<file path="src/rtl/output_argmax_if.sv">
// Score stream, readback and result bus between the output layer and the argmax stage.
// The master drives scores and readback addresses; the slave returns the classification.
interface output_argmax_if #(
    parameter int DATA_W = 8,
    parameter int IDX_W  = 4
);
  logic              start;
  logic              in_valid;
  logic [DATA_W-1:0] in_data;
  logic [IDX_W-1:0]  rd_addr;
  logic [DATA_W-1:0] rd_data;
  logic [IDX_W-1:0]  out_class;
  logic [DATA_W-1:0] out_max;
  logic              busy;
  logic              ready;
  logic              err;

  modport master (
    output start, in_valid, in_data, rd_addr,
    input  rd_data, out_class, out_max, busy, ready, err
  );

  modport slave (
    input  start, in_valid, in_data, rd_addr,
    output rd_data, out_class, out_max, busy, ready, err
  );
endinterface

</file>
<file path="src/rtl/output_argmax.sv">
// Collects NUM_CLASSES signed scores in class order, buffers them and reports the
// index and value of the largest one (lowest index wins ties).
module output_argmax #(
    parameter int NUM_CLASSES = 10,
    parameter int DATA_W      = 8,
    parameter int IDX_W       = 4
) (
    input logic            clk,
    input logic            rst,
    output_argmax_if.slave bus
);
  typedef enum logic [1:0] {IDLE, COLLECT, DONE} state_t;

  localparam logic [IDX_W-1:0] LAST_IDX = IDX_W'(NUM_CLASSES - 1);

  state_t            state_reg;
  logic [IDX_W-1:0]  count_reg;
  logic [IDX_W-1:0]  out_class_reg;
  logic [DATA_W-1:0] out_max_reg;
  logic [DATA_W-1:0] rd_data_reg;
  logic              busy_reg;
  logic              ready_reg;
  logic              err_reg;
  logic [DATA_W-1:0] score_mem [NUM_CLASSES];
  logic              wr_en;
  logic              is_greater;

  // start takes precedence, so a coincident sample never reaches the buffer
  assign wr_en      = (state_reg == COLLECT) && bus.in_valid && !bus.start;
  assign is_greater = $signed(bus.in_data) > $signed(out_max_reg);

  always_ff @(posedge clk) begin
    if (rst) begin
      for (int i = 0; i < NUM_CLASSES; i++) begin
        score_mem[i] <= '0;
      end
    end else if (wr_en) begin
      score_mem[count_reg] <= bus.in_data;
    end
  end

  // Readback sees the pre-write contents when the same entry is written this cycle
  always_ff @(posedge clk) begin
    if (rst) begin
      rd_data_reg <= '0;
    end else if (int'(bus.rd_addr) < NUM_CLASSES) begin
      rd_data_reg <= score_mem[bus.rd_addr];
    end else begin
      rd_data_reg <= '0;
    end
  end

  always_ff @(posedge clk) begin
    if (rst) begin
      state_reg     <= IDLE;
      count_reg     <= '0;
      out_class_reg <= '0;
      out_max_reg   <= '0;
      busy_reg      <= 1'b0;
      ready_reg     <= 1'b0;
      err_reg       <= 1'b0;
    end else if (bus.start) begin
      state_reg <= COLLECT;
      count_reg <= '0;
      busy_reg  <= 1'b1;
      ready_reg <= 1'b0;
      err_reg   <= 1'b0;
    end else begin
      case (state_reg)
        COLLECT: begin
          if (bus.in_valid) begin
            if (count_reg == '0) begin
              out_max_reg   <= bus.in_data;
              out_class_reg <= '0;
            end else if (is_greater) begin
              out_max_reg   <= bus.in_data;
              out_class_reg <= count_reg;
            end
            if (count_reg == LAST_IDX) begin
              state_reg <= DONE;
              count_reg <= '0;
              busy_reg  <= 1'b0;
              ready_reg <= 1'b1;
            end else begin
              count_reg <= count_reg + 1'b1;
            end
          end
        end
        default: begin
          // Stray beats outside a collection are dropped but flagged
          if (bus.in_valid) begin
            err_reg <= 1'b1;
          end
        end
      endcase
    end
  end

  assign bus.rd_data   = rd_data_reg;
  assign bus.out_class = out_class_reg;
  assign bus.out_max   = out_max_reg;
  assign bus.busy      = busy_reg;
  assign bus.ready     = ready_reg;
  assign bus.err       = err_reg;
endmodule

</file>
<file path="src/flat_wrapper.sv">
// flat-port wrapper written by rule: the top's interface ports become plain ports
module output_argmax_flat 
#(
    parameter int NUM_CLASSES = 10,
    parameter int DATA_W      = 8,
    parameter int IDX_W       = 4
)
  (clk, rst, bus_start, bus_in_valid, bus_in_data, bus_rd_addr, bus_rd_data, bus_out_class, bus_out_max, bus_busy, bus_ready, bus_err);
  output_argmax_if #(.DATA_W(DATA_W), .IDX_W(IDX_W)) bus_i ();
  input logic clk;
  input logic rst;
  input wire logic [$bits(bus_i.start)-1:0] bus_start;
  input wire logic [$bits(bus_i.in_valid)-1:0] bus_in_valid;
  input wire logic [$bits(bus_i.in_data)-1:0] bus_in_data;
  input wire logic [$bits(bus_i.rd_addr)-1:0] bus_rd_addr;
  output wire logic [$bits(bus_i.rd_data)-1:0] bus_rd_data;
  output wire logic [$bits(bus_i.out_class)-1:0] bus_out_class;
  output wire logic [$bits(bus_i.out_max)-1:0] bus_out_max;
  output wire logic [$bits(bus_i.busy)-1:0] bus_busy;
  output wire logic [$bits(bus_i.ready)-1:0] bus_ready;
  output wire logic [$bits(bus_i.err)-1:0] bus_err;
  assign bus_i.start = bus_start;
  assign bus_i.in_valid = bus_in_valid;
  assign bus_i.in_data = bus_in_data;
  assign bus_i.rd_addr = bus_rd_addr;
  assign bus_rd_data = bus_i.rd_data;
  assign bus_out_class = bus_i.out_class;
  assign bus_out_max = bus_i.out_max;
  assign bus_busy = bus_i.busy;
  assign bus_ready = bus_i.ready;
  assign bus_err = bus_i.err;
  output_argmax #(.NUM_CLASSES(NUM_CLASSES), .DATA_W(DATA_W), .IDX_W(IDX_W)) u_core (.clk(clk), .rst(rst), .bus(bus_i));
endmodule
</file>
<file path="config.mk">
export PLATFORM = sky130hd
export DESIGN_NAME = output_argmax_flat
export DESIGN_NICKNAME = d
export VERILOG_FILES = /design/src/rtl/output_argmax_if.sv /design/src/rtl/output_argmax.sv /design/src/flat_wrapper.sv
export SDC_FILE = /design/constraint.sdc
export NUM_CORES = 1
export LEC_CHECK = 0
export CORE_ASPECT_RATIO = 0.75
export CORE_MARGIN = 4
export CORE_UTILIZATION = 25
export CTS_CLUSTER_SIZE = 28
export DETAILED_ROUTE_END_ITERATION = 10
export MAX_ROUTING_LAYER = met4
export PLACE_DENSITY = 0.38
export SYNTH_ARGS = -nofsm -noshare
export SYNTH_HDL_FRONTEND = slang
export SYNTH_SLANG_ARGS = --single-unit
</file>
<file path="constraint.sdc">
create_clock -name clk -period 5.79 [get_ports clk]
set_input_delay 1.4475 -clock clk [delete_from_list [all_inputs] [get_ports clk]]
set_output_delay 1.4475 -clock clk [all_outputs]
set_load 0.05 [all_outputs]
</file>
==> results by group <==
STA
  – Crit share post-route: 65.1%
  – Fmax: 265 MHz
  – Clock skew: 0.0146 ns
  – Fin Setup TNS: 0 ns
  – Worst slew pin tran: 1.03 ns
  – # setup viols final: 0
  – Period minus WS final: 3.77 ns
  – Slew Limit Fails: 0
  – Final hold viol count: 0
  – Unrepaired setup endpoints after global routing: no
  – Fin worst setup slack: 2.02 ns
  – Slew HR: 30.9%

Final layout
  – Final Non-Filler Cells: 673
  – Max reg flops: 80
  – Layout area overhead: 18.0%
  – Multi-input logic area: 0.00193 sq mm
  – Final nets: 439
  – Filler instances: 1973
  – Most frequent cells in the layout: edfxtp_1 (80), and2_1 (66), clkdlybuf4s50_1 (38), mux2i_1 (29), dfxtp_1 (27)
  – Post-Layout Inst Area: 0.00594 sq mm
  – Ratio of cells with drive above 1 in the final layout: 12.6%
  – Commonest non-fill, non-tap cell in the layout: edfxtp_1
  – Inserted Diodes: 0
  – FF+latch area: 0.00294 sq mm

Worst setup path
  – Worst-path maximum fanout: 8
  – Endpoint class of the critical path: flop
  – Setup Crit Path Kind: in -> reg
  – Worst setup path start: bus_start
  – Worst EP required: 5.81 ns
  – Worst path arrival time: 3.79 ns
  – Reg2reg start: u_core.count_reg[0]$_SDFFE_PP0N_
  – Critical path launch point type: primary input

Min path
  – Hold Crit Class: reg -> reg
  – HP Start: u_core.bus.err$_SDFFE_PP0P_

Synthesis
  – Synth Area per Inst: 13.1 sq um
  – Syn Nets: 410
  – Post-synth cell types: 41
  – Main flop type after synthesis: edfxtp_1
  – Register area share after synthesis: 58.4%
  – Netlist Area Pre-Place: 0.00504 sq mm
  – Asr flop ratio synth: 0%
  – Cells after synthesis: 386
  – Post-synth EDFFs: 80
  – FF+latch count, synth: 107
  – Yosys warnings: 0

Global routing
  – Total gr overflow: 0
  – Initial antenna violation count: 0
  – Pin count of the biggest net entering global routing: 47
  – GR Util met3: 2.53%
  – Global-route wire length before repair: 19.8 mm
  – GRT met1 Usage: 19.0%
  – Total track usage: 12.5%
  – Number of global-route vias before repair: 3051
  – Busiest grt layer: met1
  – GR Util met2: 17.1%

Drt
  – Routed vias: 3017
  – Routed WL: 13.1 mm
  – Routed Antenna Nets: 0
  – First DRT Iteration DRCs: 185
  – Avg WL per Cell: 19.4 microns
  – DRC errors left: 0
  – Drt first pass iters: 4
  – Vias per std cell: 4.48

Die
  – Die footprint: 0.0225 sq mm
  – Core area: 0.0196 sq mm
  – Row count: 44
  – IO Count: 39
  – Die Span X: 172 microns
  – Initial Util: 25.7%
  – Chip height: 131 microns

Power
  – VDD IR max: 0.000137 V
  – Power Dens Cells: 270 mW/mm^2
  – Clock power frac: 36.9%
  – Sequential power share: 53.3%
  – Int Pwr: 0.00121 W
  – Comb power frac: 9.8%
  – Tot Pwr: 0.00161 W
  – Sw frac: 24.9%
  – Switching power: 0.000400 W
  – Leak pwr: 2.17 nW

Clock network
  – TritonCTS Sinks: 107
  – Clock Latency Late Sink: 0.35 ns
  – Clock slew at reported path FFs: 0.07 ns
  – Resized cells post-CTS: 0
  – Depth of the CTS H-tree: 3
  – Inserted Clock Buffers: 9
  – # hold bufs at CTS: 0
  – CTS tree: built
  – Root Buffer: clkbuf_16
  – Post-CTS setup buffers: 0
  – Longest Clk Path Bufs: 2

Flow run
  – # Max-Cap Violations: 0

Placed design
  – Input/output buffers: 38
  – Place WS: 1.66 ns
  – Dpl cells: 657
  – Gpl congestion: 0.729
  – Placed Area: 0.00566 sq mm
  – Dpl hpwl: 8.85 mm

Outcome
  – Status: finished clean
==> metal layers <==
metal	vias up	routed length, microns
li1	1439	-
met1	1514	7060
met2	55	5460
met3	9	464
met4	0	99
met5	-	0
==> through the flow <==
step           hold WS (ns)  utilization [%]
2_1_floorplan         0.635                -
3_3_place_gp          0.458             28.9
3_5_place_dp          0.466             28.9
4_1_cts               0.483             30.3
5_1_grt               0.514             30.3
6_report              0.476             30.3
==> path summary, 6_finish.rpt <==
kind                                          endpoint  slack [ns]  cells past startpoint
setup reg to reg  u_core.score_mem[5][1]$_SDFFCE_PN0P_        3.26                      3
hold / removal             u_core.bus.err$_SDFFE_PP0P_        0.48                      2
hold reg to reg            u_core.bus.err$_SDFFE_PP0P_        0.48                      2
setup / recovery  u_core.score_mem[5][1]$_SDFFCE_PN0P_        2.02                      6
==> critical path, cell delays in order <==
cell	delay (ns)
clkdlybuf4s50_1	0.48
nand4bb_1	0.32
nor2_1	0.19
nand3b_1	0.27
nor2_1	0.68
or2_2	0.40
==> Yosys cell counts, drive strengths merged (2+ instances only) <==
| library cell | instances | area share [%] |
|---|---|---|
| edfxtp | 80 | 48 |
| and2 | 66 | 8.2 |
| mux2i | 29 | 5.8 |
| dfxtp | 27 | 11 |
| nand2b | 26 | 3.2 |
| nor2 | 21 | 1.6 |
| clkbuf | 17 | 1.3 |
| mux4 | 16 | 7.2 |
| inv | 11 | 0.82 |
| a21oi | 10 | 0.99 |
| or2 | 10 | 1.2 |
| buf | 9 | 1.1 |
| ha | 8 | 2.0 |
| nand2 | 8 | 0.65 |
| o22a | 8 | 1.4 |
| and3 | 7 | 0.87 |
| nor3 | 7 | 0.79 |
| nor4 | 5 | 1.5 |
| nand3 | 2 | 0.20 |
| nand3b | 2 | 0.30 |
| nand4 | 2 | 0.25 |
| o21ai | 2 | 0.20 |
==> power by group through the flow <==
| stage | Clock (W) | Combinational (W) | Sequential [W] |
|---|---|---|---|
| 6_report | 0.000593 | 0.000157 | 0.000858 |
| 5_1_grt | 0.000644 | 0.000170 | 0.000860 |
| 4_1_cts | 0.000615 | 0.000162 | 0.000858 |
| 3_5_place_dp | 0 | 0.000161 | 0.000876 |
| 3_3_place_gp | 0 | 0.000161 | 0.000876 |
| 2_1_floorplan | 0 | 0.0000836 | 0.000890 |
==> cell families after synthesis <==
logic type | count (synthesis) | share of synthesized area (%)
AND/OR/NAND/NOR | 162 | 19.9
XOR/XNOR | 2 | 0.348
buffers and inverters | 38 | 3.25
AO/OA/AOI/OAI | 24 | 3.23
adder cells (fa/ha/maj) | 8 | 1.99
multiplexers | 45 | 12.9
flip-flops | 107 | 58.4
==> layout make-up <==
class	count	area share, %
Multi-Input combinational cell	241	32.5
Clock inverter	5	0.842
Clock buffer	11	3.91
Sequential cell	107	49.5
Inverter	12	0.758
Timing Repair Buffer	44	7.16
Tap cell	253	5.33
Power figures use the tool's default switching activity.
==> RTL edit, RTL diff (config.mk and constraints unchanged) <==
`NUM_CLASSES` is set to 10 in 2 places; all go to 9.
--- a/src/rtl/output_argmax.sv
+++ b/src/rtl/output_argmax.sv
@@ -3,3 +3,3 @@
 module output_argmax #(
-    parameter int NUM_CLASSES = 10,
+    parameter int NUM_CLASSES = 9,
     parameter int DATA_W      = 8,
--- a/src/flat_wrapper.sv
+++ b/src/flat_wrapper.sv
@@ -3,3 +3,3 @@
 #(
-    parameter int NUM_CLASSES = 10,
+    parameter int NUM_CLASSES = 9,
     parameter int DATA_W      = 8,
Formal check against the unedited RTL: same outputs for any inputs over 4 cycles, from zero or initial values and one cycle with rst high; that may be too few to reach the edited logic, so the function may still have changed.
==> RTL edit against the unedited design <==
- die area fell by 5.7%
- worst setup slack got worse by 0.14 ns
- final area is 3.3% lower
- total power decreased by 0.89%
- largest power group unchanged
- count of clock-buffer cells in the layout up 2
- sequential cell count is 8 lower
- area after synthesis decreased by 6.0%
- highest routed layer unchanged
- wire length down 0.82%
- largest cell class unchanged
- global-route usage up 0.67 points
- via count down 0.46%
==> RTL edit: results (changes against the unedited design) <==
Power and ir drop
  • Psw: 371 uW (-7.3%)
  • Comb pwr share: 0.095 (-0.003)
  • Static leakage: 0.00213 uW (-1.8%)
  • Worst vdd rail ir drop: 120 uV (-12%)

Yosys
  • Average size of a mapped cell: 12.1 um2 (-7.2%)
  • Synth cell types: 40 (-2.4%)
  • Syn. warnings: 0 (unchanged)
  • Synth area leaders: edfxtp_1 46%, dfxtp_1 11%, and2_1 8.3%, mux2i_1 4.2%, mux4_2 3.8%
  • EDFF count, synth: 72 (-10%)
  • Commonest cells post-synth: 72 x edfxtp_1, 63 x and2_1, 29 x nor2_1
  • Synth Net Count: 419 (+2.2%)
  • Register area share after synthesis: 0.571 (-0.0134)

Placed design
  • DP HPWL: 8.72 mm (-1.5%)
  • GPL Wtd Cong: 0.749 (+2.7%)
  • Placed inst area: 5430 um2 (-4.2%)
  • Port Buffers: 38 (unchanged)
  • Placed Instances: 670 (+2.0%)
  • DP Worst Slack: 1.44 ns (-0.216 ns)

Final layout
  • Max reg flops: 72 (-10%)
  • Nets: 462 (+5.2%)
  • Layout cells sized above 1: 0.139 (+0.0128)
  • Most common cell after layout, fill and taps aside: edfxtp_1
  • Filler cell count: 1895 (-4.0%)

CTS
  • Post-CTS Setup Bufs: 0 (unchanged)
  • CTS Buf Count: 9 (unchanged)
  • Post-CTS resize count: 0 (unchanged)

Drt
  • Initial drt markers: 188 (+1.6%)
  • Vias per cell: 4.38 (-2.4%)
  • Total Wirelength: 13.0 mm (-0.82%)
  • DR vias: 3003 (-0.46%)

Critical path
  • WP data arrival: 4.19 ns (+0.40 ns)
  • Reg2reg start: u_core.bus.out_max[7]
  • R2R depth: 7 (+4)
  • Worst R2R End: u_core.bus.out_class[3]
  • Worst path top cell family by delay: multiplexers
  • Crit. Startpoint: bus_in_data[4]
  • Max incr delay on CP: 0.94 ns (+0.26 ns)
  • Crit-path max FO: 12 (+4)
  • Reg2Reg Setup Slack: 3.24 ns (-0.02 ns)
  • Slowest-stage cell, CP: mux2i_2

STA
  • Tcrit/Tclk final: 0.675 (+0.0242)
  • Worst Skew: 0.00589 ns (-0.00867 ns)
  • Max-slew headroom: 0.262 (-0.0469)

GRT
  • First-pass GRT wire length: 19.9 mm (+0.87%)
  • Total GRT Usage: 0.131 (+0.00667)
  • Pin count of the biggest net entering global routing: 49 (+4.3%)
  • Vias in the first global route: 3182 (+4.3%)

Status
  • Status: completed
RTL edit: cells by family after synthesis:
family          synth area share
simple gates               0.216
flops                      0.571
compound gates            0.0573
buf+inv                   0.0351
mux                       0.0832
fa+ha+maj                 0.0317
xor+xnor                 0.00555
RTL edit: layer usage:
| metal | global-route usage | wire, um | vias to the layer above |
|---|---|---|---|
| li1 | - | - | 1473 |
| met1 | 0.173 | 6380 | 1456 |
| met2 | 0.204 | 5960 | 63 |
| met3 | 0.0337 | 518 | 11 |
| met4 | 0.0317 | 121 | 0 |
| met5 | - | 0 | - |
RTL edit: cell type report:
| class | count | area (um2) | share of cell area |
|---|---|---|---|
| Sequential cell | 99 | 2700 | 0.470 |
| Inverter | 13 | 48.8 | 0.00849 |
| Clock buffer | 13 | 282 | 0.0490 |
| Tap cell | 247 | 309 | 0.0537 |
| Multi-Input combinational cell | 258 | 1870 | 0.326 |
| Timing Repair Buffer | 53 | 493 | 0.0857 |
| Clock inverter | 3 | 43.8 | 0.00762 |
RTL edit: how the worst min path moves through the flow:
stage | startpoint | slack [ns] | to
3_3_place_gp | u_core.bus.out_class[2] | 0.47 | u_core.bus.out_class[2]
4_1_cts | u_core.bus.out_class[3] | 0.49 | u_core.bus.out_class[3]
3_5_place_dp | u_core.bus.out_class[3] | 0.48 | u_core.bus.out_class[3]
5_1_grt | u_core.bus.out_class[0] | 0.52 | u_core.bus.out_class[0]
6_report | u_core.bus.out_class[3] | 0.49 | u_core.bus.out_class[3]
2_1_floorplan | u_core.count_reg[1] | 0.48 | u_core.bus.out_class[1]
RTL edit: power groups by stage:
stage	registers (uW)	clock network, uW	logic [uW]
global placement	804	0	155
finish	789	653	151
global route	791	700	164
CTS	789	673	155
floorplan	822	0	76.8
detailed placement	805	0	154
